$ cat src/rtl/seq_detect_param.sv
// Serial pattern detector: matches a runtime-loaded PAT_W-bit sequence (MSB first)
// on en-qualified bits, with optional overlap and a saturating match counter.
module seq_detect_param #(
  parameter int PAT_W = 4,
  parameter int CNT_W = 8
) (
  input  logic             clk,
  input  logic             rst,
  input  logic             en,
  input  logic             in,
  input  logic             cfg_load,
  input  logic [PAT_W-1:0] pattern,
  input  logic             overlap,
  output logic             out,
  output logic [CNT_W-1:0] match_cnt,
  output logic             cnt_sat,
  output logic [1:0]       current_state
);

  typedef enum logic [1:0] {
    IDLE = 2'b00,
    FILL = 2'b01,
    HUNT = 2'b10
  } state_t;

  localparam int FW = $clog2(PAT_W + 1);
  localparam logic [FW-1:0]    FULL    = FW'(PAT_W);
  localparam logic [CNT_W-1:0] CNT_PRE = ~CNT_W'(1);

  state_t           state;
  logic [PAT_W-1:0] pat_r;
  logic [PAT_W-1:0] hist;
  logic [PAT_W-1:0] hist_next;
  logic             ovl_r;
  logic [FW-1:0]    fill;
  logic [FW-1:0]    fill_next;
  logic             match;

  assign current_state = state;

  always_comb begin
    hist_next = {hist[PAT_W-2:0], in};
    fill_next = (fill == FULL) ? fill : fill + 1'b1;
    match     = (fill_next == FULL) && (hist_next == pat_r);
  end

  always_ff @(posedge clk or negedge rst) begin
    if (!rst) begin
      state     <= IDLE;
      out       <= 1'b0;
      match_cnt <= '0;
      cnt_sat   <= 1'b0;
      pat_r     <= '0;
      ovl_r     <= 1'b0;
      hist      <= '0;
      fill      <= '0;
    end else begin
      out <= 1'b0;
      if (cfg_load) begin
        pat_r <= pattern;
        ovl_r <= overlap;
        hist  <= '0;
        fill  <= '0;
        state <= FILL;
      end else begin
        case (state)
          IDLE: ;
          FILL, HUNT: begin
            if (en) begin
              if (match) begin
                out <= 1'b1;
                if (match_cnt != '1) match_cnt <= match_cnt + 1'b1;
                if (match_cnt == CNT_PRE) cnt_sat <= 1'b1;
              end
              // Non-overlapping mode restarts collection on the matching edge.
              if (match && !ovl_r) begin
                hist  <= '0;
                fill  <= '0;
                state <= FILL;
              end else begin
                hist  <= hist_next;
                fill  <= fill_next;
                state <= (fill_next == FULL) ? HUNT : FILL;
              end
            end
          end
          default: state <= IDLE;
        endcase
      end
    end
  end

endmodule

$ cat config.mk
export PLATFORM = sky130hd
export DESIGN_NAME = seq_detect_param
export DESIGN_NICKNAME = d
export VERILOG_FILES = /design/src/rtl/seq_detect_param.sv
export SDC_FILE = /design/constraint.sdc
export NUM_CORES = 1
export LEC_CHECK = 0
export BUFFER_PORTS_ARGS = -buffer_cell sky130_fd_sc_hd__buf_2
export CORE_MARGIN = 1
export CORE_UTILIZATION = 48
export DETAILED_ROUTE_END_ITERATION = 12
export PLACE_DENSITY = 0.81
export SYNTH_ARGS = -nofsm -noshare
export SYNTH_HDL_FRONTEND = slang
export SYNTH_SLANG_ARGS = --single-unit
$ cat constraint.sdc
create_clock -name clk -period 2.8 [get_ports clk]
set_input_delay 0.56 -clock clk [delete_from_list [all_inputs] [get_ports clk]]
set_output_delay 0.56 -clock clk [all_outputs]
set_load 0.01 [all_outputs]
; ---- After elaboration in Yosys (flattened, before gate mapping)
; Index checks and enable logic that the tools add are counted.
[word_totals]
output_inout_bits = 12
register_bits = 23
wordCells = 49
[classes]
n_reduce_logical = 11
bitwise_logic = 1
eq_ne = 9
muxes = 18
addsub = 2
[ops]
columns = op, n
row1 = $mux 3, 9
row2 = $reduce_and 5->1, 2
row3 = $add 8x1->8 const B, 1
row4 = $eq 8x8->1 const B, 1
row5 = $mux 2, 4
row6 = $ne 8x8->1 const B, 1
row7 = $eq 3x3->1 const B, 2
row8 = $eq 4x4->1, 1
row9 = $mux 1, 4
row10 = $pmux 2 s2, 1
row11 = $reduce_and 2->1, 2
row12 = $reduce_bool 2->1, 2
row13 = $add 3x1->3 const B, 1
row14 = $ne 3x3->1 const B, 1
row15 = $eq 2x1->1 const B, 1
row16 = $eq 2x2->1 const B, 1
row17 = $logic_and 1x1->1, 2
row18 = $logic_not 2->1, 1
row19 = $ne 2x2->1 const B, 1
row20 = $reduce_or 2->1, 1
row21 = $logic_not 1->1, 1
row22 = $not 1->1, 1

; ---- Depth between registers and ports, before layout
; Gate-level depths: netlist (run 1).
[depth]
word_depth = 9
depth_mapped = 7

; ---- Worst setup path after synthesis (run 1)
; No wires, ideal clock.
[synth_path]
kind = flip-flop to flip-flop
from = register fill[0]
to = register match_cnt[6]
stages_incl_launch_ff = 8
required_time_ns = 2.675
setup_slack_ns = 0.665
arrival_time_ns = 2.010
n_path_buf = 0
setup_time_ns = 0.125
cell_sequence = dfrtp_1 > inv_1 > ha_1 > or3b_1 > a311oi_4 > and3_1 > nand3_2 > mux2_4
[synth_between]
elab_chain_cells = 5
elab_cells_between_ends = 6
cone_classes = 1 x add/sub / 2 x eq/ne / 1 x mux / 2 x reduce/logical
[synth_lines]
columns = item, line
row1 = from (decl), 35  ; logic [FW-1:0] fill;
row2 = from (signal assigned), 82  ; fill <= fill_next;
row3 = $add 3x1->3 or $eq 3x3->1 (tied branches), 43  ; fill_next = (fill == FULL) ? fill : fill + 1'b1;
row4 = $mux 3 *, 43
row5 = $eq 3x3->1 *, 44  ; match = (fill_next == FULL) && (hist_next == pat_r);
row6 = $logic_and 1x1->1 *, 44
row7 = $reduce_and 5->1 (no line) *, -
row8 = to (signal assigned), 72  ; if (match_cnt != '1) match_cnt <= match_cnt + 1'b1;
row9 = to (decl), 15  ; output logic [CNT_W-1:0] match_cnt,
; Mark *: on every way between the ends. The rest lies on a longest branch, timed or not.
; A chain may end at the register's enable or synchronous reset.

; ---- Worst setup path after layout (run 1)
; Ends and elaborated chain as after synthesis.

==> impl_metrics.xml, run 1 <==
<?xml version="1.0" encoding="UTF-8"?>
<metrics>
  <group name="cts">
    <metric name="cts_hold_repair.buffers" unit="">0</metric>
    <metric name="post_cts_resized" unit="">0</metric>
    <metric name="clock_sinks" unit="">23</metric>
    <metric name="cts_tree" unit="">done</metric>
    <metric name="clock_path_buffers" unit="">2</metric>
    <metric name="htreeDepth" unit="">1</metric>
    <metric name="worstSkewPairLatency" unit="ps">320</metric>
    <metric name="clk_pin_slew_worst_paths" unit="ps">120</metric>
    <metric name="total_cts_buffers" unit="">3</metric>
    <metric name="post-cts-setup-buffers" unit="">0</metric>
    <metric name="clk_root_buffer_cell" unit="">sky130_fd_sc_hd__clkbuf_4</metric>
  </group>
  <group name="detailed_routing">
    <metric name="drt_pre_antenna_iters" unit="">5</metric>
    <metric name="routed_wl" unit="um">2260</metric>
    <metric name="route.detailed.drc" unit="">0</metric>
    <metric name="vias" unit="">887</metric>
    <metric name="avgViaCountPerCell" unit="">5.69</metric>
    <metric name="drt_iter0_drc" unit="">12</metric>
    <metric name="remaining_number_of_nets_flagged_by_the_antenna_check_after_routing" unit="">0</metric>
    <metric name="routed_wire_length_per_instance" unit="um">14.5</metric>
  </group>
  <group name="outcome">
    <metric name="status" unit="">complete, no violations</metric>
  </group>
  <group name="placement">
    <metric name="routabilityCongestion" unit="">0.938</metric>
    <metric name="io_buffers" unit="">21</metric>
    <metric name="dp_hpwl" unit="um">1750</metric>
    <metric name="place.detailed.instances" unit="">152</metric>
    <metric name="dpl_cell_area" unit="um2">1330</metric>
    <metric name="post-place-ws" unit="ps">505</metric>
  </group>
  <group name="critical_path">
    <metric name="start_kind" unit="">flip-flop</metric>
    <metric name="critical_path.max_fanout" unit="">6</metric>
    <metric name="timing.critical_path.required" unit="ps">3020</metric>
    <metric name="worst_ep_arrival_time" unit="ps">2530</metric>
    <metric name="endpoint_kind" unit="">flip-flop</metric>
    <metric name="path_class" unit="">flip-flop to flip-flop</metric>
  </group>
  <group name="grt">
    <metric name="vias_in_the_first_global_route" unit="">870</metric>
    <metric name="gr-total-overflow" unit="">0</metric>
    <metric name="pin_count_of_the_biggest_net_entering_global_routing" unit="">24</metric>
    <metric name="global_route_wire_length_before_repair" unit="um">3940</metric>
    <metric name="gr-usage-all-layers" unit="">0.210</metric>
    <metric name="antenna_violations_before_repair" unit="">0</metric>
  </group>
  <group name="synth">
    <metric name="synth_xor_area_frac" unit="">0.0810</metric>
    <metric name="synthesis.instances" unit="">104</metric>
    <metric name="yosysSeqAreaShare" unit="">0.484</metric>
    <metric name="ys_types" unit="">36</metric>
    <metric name="synth.ff_latch_count" unit="">23</metric>
    <metric name="post_synth_and_or_nand_nor_area_fraction" unit="">0.179</metric>
    <metric name="synthesis.area_per_instance" unit="um2">11.4</metric>
    <metric name="synth_compound_gate_area_share" unit="">0.116</metric>
    <metric name="synthesis.area" unit="um2">1190</metric>
    <metric name="muxShareOfSynthArea" unit="">0.0599</metric>
    <metric name="adder_cell_fraction_of_synth_area" unit="">0.0526</metric>
    <metric name="yosysTopAreaCellShare" unit="">0.484</metric>
    <metric name="synthDominantAreaCellType" unit="">sky130_fd_sc_hd__dfrtp_1</metric>
    <metric name="synth.area.top_cells" unit="">sky130_fd_sc_hd__dfrtp_1 (48%), sky130_fd_sc_hd__xor2_1 (5.9%), sky130_fd_sc_hd__ha_1 (5.3%)</metric>
    <metric name="synth_top_family_by_area" unit="">simple AND/OR/NAND/NOR gates</metric>
    <metric name="yosys_warnings" unit="">0</metric>
    <metric name="post_synthesis_net_count" unit="">119</metric>
  </group>
  <group name="sta">
    <metric name="worst_pin_slew" unit="ps">522</metric>
    <metric name="max_freq" unit="GHz">0.433</metric>
    <metric name="slew_viol_final" unit="">0</metric>
    <metric name="final.min_clock_period" unit="ps">2310</metric>
    <metric name="hold_violation_total_from_the_final_report" unit="">0</metric>
    <metric name="finalWorstSetupSlack" unit="ps">489</metric>
    <metric name="worst_slew_margin" unit="">0.649</metric>
    <metric name="skew" unit="ps">1.76</metric>
    <metric name="timing.hold.ws" unit="ps">188</metric>
    <metric name="rsz0062_at_grt" unit="">no</metric>
    <metric name="setup_total_negative_slack" unit="ps">0</metric>
    <metric name="setup-violations-final" unit="">0</metric>
    <metric name="period_share" unit="">0.825</metric>
  </group>
  <group name="power">
    <metric name="design_power_total" unit="mW">0.614</metric>
    <metric name="power_density" unit="nW/um2">453</metric>
    <metric name="leakagePower" unit="nW">0.668</metric>
    <metric name="ir_worst_vdd" unit="mV">0.299</metric>
  </group>
  <group name="run">
    <metric name="timing.max_cap.violations" unit="">0</metric>
  </group>
  <group name="final_layout">
    <metric name="postLayoutCellArea" unit="um2">1350</metric>
    <metric name="fraction_of_final_layout_cells_sized_beyond_drive_strength_1" unit="">0.297</metric>
    <metric name="antenna_cells_inserted" unit="">0</metric>
    <metric name="fin_cells" unit="">156</metric>
    <metric name="finish.net_count" unit="">144</metric>
    <metric name="mostFrequentLayoutCells" unit="">sky130_fd_sc_hd__dfrtp_1 (23), sky130_fd_sc_hd__buf_2 (21), sky130_fd_sc_hd__inv_1 (8), sky130_fd_sc_hd__xor2_1 (8), sky130_fd_sc_hd__a21oi_1 (7)</metric>
    <metric name="nFillCells" unit="">196</metric>
    <metric name="area_growth_from_synthesis_to_layout" unit="%">13.8</metric>
    <metric name="mostFrequentLayoutCell" unit="">sky130_fd_sc_hd__dfrtp_1</metric>
    <metric name="final_core_utilization" unit="">0.595</metric>
  </group>
  <group name="die">
    <metric name="num_rows" unit="">17</metric>
    <metric name="design.core.area" unit="um2">2280</metric>
    <metric name="initial_utilization" unit="">0.523</metric>
    <metric name="top_level_ports" unit="">22</metric>
    <metric name="die_area" unit="um2">2680</metric>
    <metric name="die-height" unit="um">51.8</metric>
    <metric name="die_x" unit="um">51.8</metric>
  </group>
  <group name="worst_hold_path">
    <metric name="hold_class" unit="">input port to asynchronous set/reset pin</metric>
  </group>
</metrics>
==> cell usage after synthesis <==
cell and n:
sky130_fd_sc_hd__xnor2_1 3, sky130_fd_sc_hd__buf_1 1, sky130_fd_sc_hd__and4_1 1, sky130_fd_sc_hd__nand2b_1 1, sky130_fd_sc_hd__or2b_2 1, sky130_fd_sc_hd__nand3_1 2, sky130_fd_sc_hd__or3_1 1, sky130_fd_sc_hd__o41ai_1 1
sky130_fd_sc_hd__nand2_1 6, sky130_fd_sc_hd__xor2_1 8, sky130_fd_sc_hd__a41o_1 1, sky130_fd_sc_hd__a21oi_1 7, sky130_fd_sc_hd__and3_1 2, sky130_fd_sc_hd__or3b_1 1, sky130_fd_sc_hd__nand4_1 2, sky130_fd_sc_hd__nor2_1 3
sky130_fd_sc_hd__or2b_1 1, sky130_fd_sc_hd__ha_1 5, sky130_fd_sc_hd__dfrtp_1 23, sky130_fd_sc_hd__nand3b_1 2, sky130_fd_sc_hd__a311oi_4 1, sky130_fd_sc_hd__a31o_2 1, sky130_fd_sc_hd__nor4_2 1, sky130_fd_sc_hd__nand4b_1 1
sky130_fd_sc_hd__mux2_2 5, sky130_fd_sc_hd__nand3_2 1, sky130_fd_sc_hd__inv_1 8, sky130_fd_sc_hd__nor3b_2 1, sky130_fd_sc_hd__a32o_1 3, sky130_fd_sc_hd__nand4_2 1, sky130_fd_sc_hd__a21o_1 1, sky130_fd_sc_hd__nor3_1 4
sky130_fd_sc_hd__mux2_4 1, sky130_fd_sc_hd__and2_1 1, sky130_fd_sc_hd__o21ai_0 1, sky130_fd_sc_hd__a31oi_1 1
==> path summary, 6_finish.rpt <==
path                         startpoint                to  slack, ps  cells after the start
hold / removal                      rst  current_state[1]        190                      1
setup / recovery                fill[0]      match_cnt[6]        490                      7
min in group clk             pattern[1]          pat_r[1]        460                      2
max in group asynchronous           rst          pat_r[2]       2280                      1
hold reg to reg            match_cnt[5]      match_cnt[5]        510                      1
setup reg to reg                fill[0]      match_cnt[6]        490                      7
==> critical path: stages (launching register included) <==
cell and delay [ps]:
sky130_fd_sc_hd__dfrtp_1 450, sky130_fd_sc_hd__inv_1 60, sky130_fd_sc_hd__ha_1 230, sky130_fd_sc_hd__or3b_1 430, sky130_fd_sc_hd__a311oi_4 350, sky130_fd_sc_hd__and3_1 280, sky130_fd_sc_hd__nand3_2 100, sky130_fd_sc_hd__mux2_4 300
==> sequential cells by signal, summed over array words and instances, names as in the netlist <==
register,count
hist,3
fill,3
current_state,2
cnt_sat,1
pat_r,4
out,1
ovl_r,1
match_cnt,8
==> area by class of cell <==
| type | count | area (um2) | area share |
|---|---|---|---|
| Clock inverter | 1 | 5.00 | 0.00370 |
| Timing Repair Buffer | 21 | 105 | 0.0776 |
| Clock buffer | 3 | 22.5 | 0.0166 |
| Multi-Input combinational cell | 72 | 581 | 0.429 |
| Inverter | 8 | 30.0 | 0.0222 |
| Sequential cell | 23 | 576 | 0.425 |
| Tap cell | 28 | 35.0 | 0.0259 |
==> cell families (layout without fill, tap and decap cells) <==
group           Yosys count  count (layout)
fa+ha+maj                 5               5
mux                       6               6
buf+inv                   9              33
xor+xnor                 11              11
compound gates           17              17
simple gates             33              33
flops                    23              23
==> report_power, final <==
part | internal (mW) | leakage, nW | switching, mW
logic | 0.0428 | 0.346 | 0.0543
registers | 0.347 | 0.304 | 0.0145
clock network | 0.0536 | 0.0177 | 0.101
==> layer usage <==
layer  wire length, um  track usage  share of wire
met5                 0            0              0
met4                58        0.117          0.026
met2              1140        0.323           0.50
met1               973        0.281           0.43
met3                86       0.0351          0.038
Power figures use the tool's default switching activity.
==> inputs of run 2 (changes only) <==
Settings changed: PLACE_DENSITY 0.81 to 0.84.
Clock period 2.8 ns to 2.1 ns, I/O delays scaled along.
==> impl_metrics.xml, run 2 (same netlist as run 1, synthesis figures left out) <==
<?xml version="1.0" encoding="UTF-8"?>
<metrics>
  <group name="outcome">
    <metric name="status" unit="">finished, violations left</metric>
    <metric name="failing_checks" unit="">negative setup slack</metric>
  </group>
  <group name="final_layout">
    <metric name="mostFrequentLayoutCells" unit="">sky130_fd_sc_hd__dfrtp_1 (23), sky130_fd_sc_hd__buf_2 (21), sky130_fd_sc_hd__buf_4 (10)</metric>
    <metric name="largest_register_ffs" unit="">8</metric>
    <metric name="finish.net_count" unit="">154</metric>
    <metric name="nFillCells" unit="">181</metric>
    <metric name="fin_cells" unit="">166</metric>
    <metric name="top_register" unit="">match_cnt</metric>
    <metric name="multi_input_area" unit="um2">624</metric>
    <metric name="antenna_cells_inserted" unit="">0</metric>
    <metric name="mostFrequentLayoutCell" unit="">sky130_fd_sc_hd__dfrtp_1</metric>
    <metric name="area_growth_from_synthesis_to_layout" unit="%">23.7</metric>
    <metric name="fraction_of_final_layout_cells_sized_beyond_drive_strength_1" unit="">0.406</metric>
    <metric name="postLayoutCellArea" unit="um2">1470</metric>
    <metric name="ff_latch_area" unit="um2">576</metric>
    <metric name="largest_registers" unit="">match_cnt (8), pat_r (4)</metric>
  </group>
  <group name="power">
    <metric name="pwr-share-comb" unit="">0.199</metric>
    <metric name="power_density" unit="nW/um2">588</metric>
    <metric name="ir_worst_vdd" unit="mV">0.408</metric>
    <metric name="share_clk_of_total_power" unit="">0.245</metric>
    <metric name="leakagePower" unit="nW">0.715</metric>
    <metric name="total_net_switching_power" unit="mW">0.243</metric>
    <metric name="sw_frac_of_total" unit="">0.281</metric>
    <metric name="power.share.sequential" unit="">0.556</metric>
    <metric name="internal-power" unit="mW">0.622</metric>
  </group>
  <group name="die">
    <metric name="die_area" unit="um2">2680</metric>
    <metric name="initial_utilization" unit="">0.523</metric>
    <metric name="die-height" unit="um">51.8</metric>
    <metric name="num_rows" unit="">17</metric>
    <metric name="die_x" unit="um">51.8</metric>
    <metric name="top_level_ports" unit="">22</metric>
    <metric name="design.core.area" unit="um2">2280</metric>
  </group>
  <group name="sta">
    <metric name="final.min_clock_period" unit="ps">2160</metric>
    <metric name="worst_slew_margin" unit="">0.660</metric>
    <metric name="setup_total_negative_slack" unit="ps">-264</metric>
    <metric name="timing.hold.ws" unit="ps">46.0</metric>
    <metric name="setup-violations-final" unit="">6</metric>
    <metric name="finalWorstSetupSlack" unit="ps">-64.1</metric>
    <metric name="rsz0062_at_grt" unit="">yes</metric>
    <metric name="skew" unit="ps">6.69</metric>
    <metric name="period_share" unit="">1.03</metric>
    <metric name="worst_pin_slew" unit="ps">510</metric>
    <metric name="slew_viol_final" unit="">0</metric>
    <metric name="max_freq" unit="GHz">0.462</metric>
    <metric name="hold_violation_total_from_the_final_report" unit="">0</metric>
  </group>
  <group name="critical_path">
    <metric name="r2r_end" unit="">match_cnt[7]</metric>
    <metric name="start_kind" unit="">flip-flop</metric>
    <metric name="path_class" unit="">flip-flop to flip-flop</metric>
    <metric name="timing.critical_path.cells" unit="">inv_2 -&gt; ha_4 -&gt; or3b_4 -&gt; a311oi_4 -&gt; nand4_2 -&gt; nor3_1 -&gt; xor2_1</metric>
    <metric name="reg2reg_from" unit="">fill[1]</metric>
    <metric name="endpoint_kind" unit="">flip-flop</metric>
    <metric name="flop_to_flop_setup_slack" unit="ps">-60</metric>
    <metric name="timing.critical_path.required" unit="ps">2350</metric>
    <metric name="critical_path.max_fanout" unit="">5</metric>
    <metric name="cp_max_stage_delay" unit="ps">430</metric>
    <metric name="setup.worst_path.end" unit="">match_cnt[7]</metric>
    <metric name="worst_ep_arrival_time" unit="ps">2410</metric>
    <metric name="depth_of_the_worst_register_to_register_path" unit="">7</metric>
    <metric name="startpoint" unit="">fill[1]</metric>
    <metric name="critical-path-slowest-cell" unit="">sky130_fd_sc_hd__dfrtp_1</metric>
  </group>
  <group name="placement">
    <metric name="dp_hpwl" unit="um">1880</metric>
    <metric name="io_buffers" unit="">21</metric>
    <metric name="routabilityCongestion" unit="">0.875</metric>
    <metric name="dpl_cell_area" unit="um2">1380</metric>
    <metric name="place.detailed.instances" unit="">158</metric>
  </group>
  <group name="detailed_routing">
    <metric name="vias" unit="">910</metric>
    <metric name="avgViaCountPerCell" unit="">5.48</metric>
    <metric name="route.detailed.drc" unit="">0</metric>
    <metric name="drt_iter0_drc" unit="">15</metric>
    <metric name="routed_wire_length_per_instance" unit="um">15.6</metric>
    <metric name="routed_wl" unit="um">2590</metric>
    <metric name="remaining_number_of_nets_flagged_by_the_antenna_check_after_routing" unit="">0</metric>
    <metric name="drt_pre_antenna_iters" unit="">4</metric>
  </group>
  <group name="grt">
    <metric name="antenna_violations_before_repair" unit="">0</metric>
    <metric name="global_route_wire_length_before_repair" unit="um">4300</metric>
    <metric name="pin_count_of_the_biggest_net_entering_global_routing" unit="">24</metric>
    <metric name="vias_in_the_first_global_route" unit="">949</metric>
    <metric name="gr-usage-all-layers" unit="">0.229</metric>
    <metric name="gr-total-overflow" unit="">0</metric>
  </group>
  <group name="cts">
    <metric name="cts_tree" unit="">done</metric>
    <metric name="clock_sinks" unit="">23</metric>
    <metric name="clk_root_buffer_cell" unit="">sky130_fd_sc_hd__clkbuf_4</metric>
    <metric name="total_cts_buffers" unit="">3</metric>
    <metric name="clock_path_buffers" unit="">2</metric>
    <metric name="clk_pin_slew_worst_paths" unit="ps">130</metric>
    <metric name="htreeDepth" unit="">1</metric>
    <metric name="cts_hold_repair.buffers" unit="">0</metric>
    <metric name="worstSkewPairLatency" unit="ps">320</metric>
  </group>
  <group name="run">
    <metric name="timing.max_cap.violations" unit="">0</metric>
  </group>
  <group name="worst_hold_path">
    <metric name="hold_class" unit="">input port to asynchronous set/reset pin</metric>
  </group>
</metrics>
==> run 2: power groups by stage <==
stage	logic (mW)	registers (mW)	clock network [mW]
floorplan	0.0944	0.488	0
global route	0.188	0.485	0.236
global placement	0.140	0.488	0
CTS	0.172	0.481	0.218
detailed placement	0.152	0.490	0
finish	0.172	0.481	0.212
==> run 2: worst min path at each step <==
stage                     startpoint           end  slack (ps)  cells past startpoint
after floorplan                  rst       cnt_sat         120                      0
after global placement           rst  match_cnt[3]         410                      1
after detailed placement         rst  match_cnt[3]         420                      1
after CTS                        rst       hist[1]          50                      1
after global routing             rst       hist[1]          90                      1
final                            rst       hist[1]          50                      1
==> run 2: worst max-delay path: cells and delay by family, from the launching register on <==
kind	cells	cell delay [ps]
flops	1	430
xor+xnor	1	160
fa+ha+maj	1	170
simple gates	3	890
buf+inv	1	70
compound gates	1	360
==> run 2: per-stage QoR <==
| step | total power [mW] | util | worst slack (ps) |
|---|---|---|---|
| 2_1_floorplan | 0.583 | - | 1.01 |
| 3_3_place_gp | 0.628 | 0.608 | 7.83 |
| 3_5_place_dp | 0.642 | 0.608 | -108 |
| 4_1_cts | 0.871 | 0.637 | -33.8 |
| 5_1_grt | 0.909 | 0.647 | -133 |
| 6_report | 0.865 | 0.647 | -64.1 |
==> run 2: repair_timing <==
action | CTS | global route
setup buffers | 4 | 0
pin swaps | 3 | 2
resized for setup | 3 | 4
setup endpoints to repair | 8 | 10
==> run 2: area by class of cell <==
| class | instances | share of cell area |
|---|---|---|
| timing repair buffer | 31 | 0.122 |
| tap | 28 | 0.0238 |
| inverter | 8 | 0.0204 |
| sequential | 23 | 0.391 |
| multi-input combinational | 72 | 0.424 |
| clock buffer | 4 | 0.0179 |
==> run 2: layer usage <==
metal	vias up	routed length, um	global-route usage
met2	14	1290	0.377
met3	5	57	0.0351
met4	0	51	0.108
met5	-	0	0
met1	451	1190	0.295
li1	440	-	-
==> inputs of run 3 (changes only) <==
Settings changed: GPL_TIMING_DRIVEN set to 0.
==> impl_metrics.xml, run 3 (same netlist as run 1, synthesis figures left out) <==
<?xml version="1.0" encoding="UTF-8"?>
<metrics>
  <group name="die">
    <metric name="die-height" unit="um">51.8</metric>
    <metric name="die_area" unit="um2">2680</metric>
    <metric name="num_rows" unit="">17</metric>
    <metric name="top_level_ports" unit="">22</metric>
    <metric name="die_x" unit="um">51.8</metric>
    <metric name="design.core.area" unit="um2">2280</metric>
    <metric name="initial_utilization" unit="">0.523</metric>
  </group>
  <group name="critical_path">
    <metric name="timing.critical_path.cells" unit="">ha_2 -&gt; or3b_4 -&gt; a311oi_4 -&gt; buf_6 -&gt; and3_4 -&gt; nand3_2 -&gt; mux2_4</metric>
    <metric name="flop_to_flop_setup_slack" unit="ps">-60</metric>
    <metric name="worst_ep_arrival_time" unit="ps">2370</metric>
    <metric name="endpoint_kind" unit="">flip-flop</metric>
    <metric name="critPathBufInv" unit="">1</metric>
    <metric name="reg2reg_from" unit="">fill[1]</metric>
    <metric name="critical_path.max_fanout" unit="">5</metric>
    <metric name="top_family_by_delay_on_critical_path" unit="">simple AND/OR/NAND/NOR gates</metric>
    <metric name="timing.critical_path.required" unit="ps">2310</metric>
    <metric name="start_kind" unit="">flip-flop</metric>
    <metric name="cp.depth" unit="">7</metric>
    <metric name="critical-path-slowest-cell" unit="">sky130_fd_sc_hd__dfrtp_1</metric>
    <metric name="depth_of_the_worst_register_to_register_path" unit="">7</metric>
    <metric name="r2r_end" unit="">match_cnt[6]</metric>
    <metric name="cp_max_stage_delay" unit="ps">450</metric>
    <metric name="path_class" unit="">flip-flop to flip-flop</metric>
  </group>
  <group name="grt">
    <metric name="vias_in_the_first_global_route" unit="">844</metric>
    <metric name="antenna_violations_before_repair" unit="">0</metric>
    <metric name="gr-total-overflow" unit="">0</metric>
    <metric name="gr-usage-all-layers" unit="">0.199</metric>
    <metric name="pin_count_of_the_biggest_net_entering_global_routing" unit="">24</metric>
    <metric name="global_route_wire_length_before_repair" unit="um">3880</metric>
  </group>
  <group name="final_layout">
    <metric name="area_growth_from_synthesis_to_layout" unit="%">23.7</metric>
    <metric name="final_core_utilization" unit="">0.647</metric>
    <metric name="finish.net_count" unit="">151</metric>
    <metric name="fraction_of_final_layout_cells_sized_beyond_drive_strength_1" unit="">0.400</metric>
    <metric name="antenna_cells_inserted" unit="">0</metric>
    <metric name="fin_cells" unit="">163</metric>
    <metric name="mostFrequentLayoutCell" unit="">sky130_fd_sc_hd__dfrtp_1</metric>
    <metric name="largest_register_ffs" unit="">8</metric>
    <metric name="top_register" unit="">match_cnt</metric>
    <metric name="mostFrequentLayoutCells" unit="">sky130_fd_sc_hd__dfrtp_1 (23), sky130_fd_sc_hd__buf_2 (21), sky130_fd_sc_hd__xor2_1 (8)</metric>
    <metric name="largest_registers" unit="">match_cnt (8), pat_r (4)</metric>
  </group>
  <group name="placement">
    <metric name="io_buffers" unit="">21</metric>
    <metric name="dp_hpwl" unit="um">1530</metric>
    <metric name="post-place-ws" unit="ps">-146</metric>
    <metric name="routabilityCongestion" unit="">0.840</metric>
    <metric name="place.detailed.instances" unit="">153</metric>
  </group>
  <group name="sta">
    <metric name="hold_violation_total_from_the_final_report" unit="">0</metric>
    <metric name="period_share" unit="">1.03</metric>
    <metric name="worst_slew_margin" unit="">0.604</metric>
    <metric name="max_freq" unit="GHz">0.463</metric>
    <metric name="final.min_clock_period" unit="ps">2160</metric>
    <metric name="slew_viol_final" unit="">0</metric>
    <metric name="skew" unit="ps">1.60</metric>
    <metric name="finalWorstSetupSlack" unit="ps">-59.6</metric>
    <metric name="worst_pin_slew" unit="ps">589</metric>
    <metric name="rsz0062_at_grt" unit="">yes</metric>
    <metric name="setup-violations-final" unit="">4</metric>
    <metric name="setup_total_negative_slack" unit="ps">-117</metric>
  </group>
  <group name="detailed_routing">
    <metric name="drt_pre_antenna_iters" unit="">4</metric>
    <metric name="avgViaCountPerCell" unit="">5.55</metric>
    <metric name="remaining_number_of_nets_flagged_by_the_antenna_check_after_routing" unit="">0</metric>
    <metric name="routed_wl" unit="um">2470</metric>
    <metric name="vias" unit="">905</metric>
    <metric name="drt_iter0_drc" unit="">17</metric>
    <metric name="routed_wire_length_per_instance" unit="um">15.2</metric>
    <metric name="route.detailed.drc" unit="">0</metric>
  </group>
  <group name="cts">
    <metric name="clk_root_buffer_cell" unit="">sky130_fd_sc_hd__clkbuf_4</metric>
    <metric name="clk_pin_slew_worst_paths" unit="ps">130</metric>
    <metric name="clock_sinks" unit="">23</metric>
    <metric name="htreeDepth" unit="">1</metric>
    <metric name="cts_tree" unit="">done</metric>
    <metric name="clock_path_buffers" unit="">2</metric>
    <metric name="total_cts_buffers" unit="">3</metric>
    <metric name="worstSkewPairLatency" unit="ps">310</metric>
  </group>
  <group name="run">
    <metric name="timing.max_cap.violations" unit="">0</metric>
  </group>
  <group name="power">
    <metric name="leakagePower" unit="nW">0.712</metric>
    <metric name="power_density" unit="nW/um2">583</metric>
    <metric name="ir_worst_vdd" unit="mV">0.438</metric>
    <metric name="design_power_total" unit="mW">0.858</metric>
  </group>
  <group name="outcome">
    <metric name="status" unit="">finished, violations left</metric>
    <metric name="failing_checks" unit="">negative setup slack</metric>
  </group>
  <group name="worst_hold_path">
    <metric name="hold_class" unit="">input port to asynchronous set/reset pin</metric>
  </group>
</metrics>
==> run 3: cell types whose count changed in the layout (fill, tap and decap cells not counted), sizes merged <==
| cell | before | now |
|---|---|---|
| buf | 31 | 28 |
==> run 3: area by class of cell <==
class,count,area (um2)
well taps,28,35.0
plain buffers,1,3.75
clock buffers,4,26.3
inverters,8,30.0
repair buffers,27,154
fillers,169,805
multi-input cells,72,647
flip-flops and latches,23,576
==> run 3: how the worst max path moves through the flow <==
stage / from / end / slack, ps
2_1_floorplan: fill[0] / match_cnt[6] / 1
3_3_place_gp: fill[0] / match_cnt[3] / -90
3_5_place_dp: fill[0] / match_cnt[5] / -150
4_1_cts: fill[1] / match_cnt[6] / -30
5_1_grt: fill[1] / match_cnt[6] / -110
6_report: fill[1] / match_cnt[6] / -60
==> run 3: layer usage <==
| metal | part of all wire | GRT usage | routed length [um] | vias up |
|---|---|---|---|---|
| li1 | - | - | - | 435 |
| met1 | 0.45 | 0.269 | 1100 | 444 |
| met2 | 0.51 | 0.327 | 1250 | 22 |
| met3 | 0.033 | 0.0292 | 81 | 4 |
| met4 | 0.013 | 0.0676 | 33 | 0 |
| met5 | 0 | 0 | 0 | - |
==> run 3: power breakdown <==
| group | internal [mW] | switching [mW] |
|---|---|---|
| clock network | 0.0740 | 0.135 |
| logic | 0.0812 | 0.0847 |
| registers | 0.463 | 0.0197 |
==> run 3: repair_timing <==
action / 4_1_cts / 5_1_grt
buffers inserted: 5 / 1
pin swaps: 3 / 6
gates resized for setup: 7 / 6
hold buffers: 0 / 0
endpoints found under the setup margin: 10 / 9
==> run 3: through the flow <==
stage / hold WS, ps / area [um2]
detailed placement: 416 / 1340
global route: 81.8 / 1470
global placement: 415 / 1340
CTS: 77.2 / 1440
floorplan: 124 / 1200
finish: 54.0 / 1470
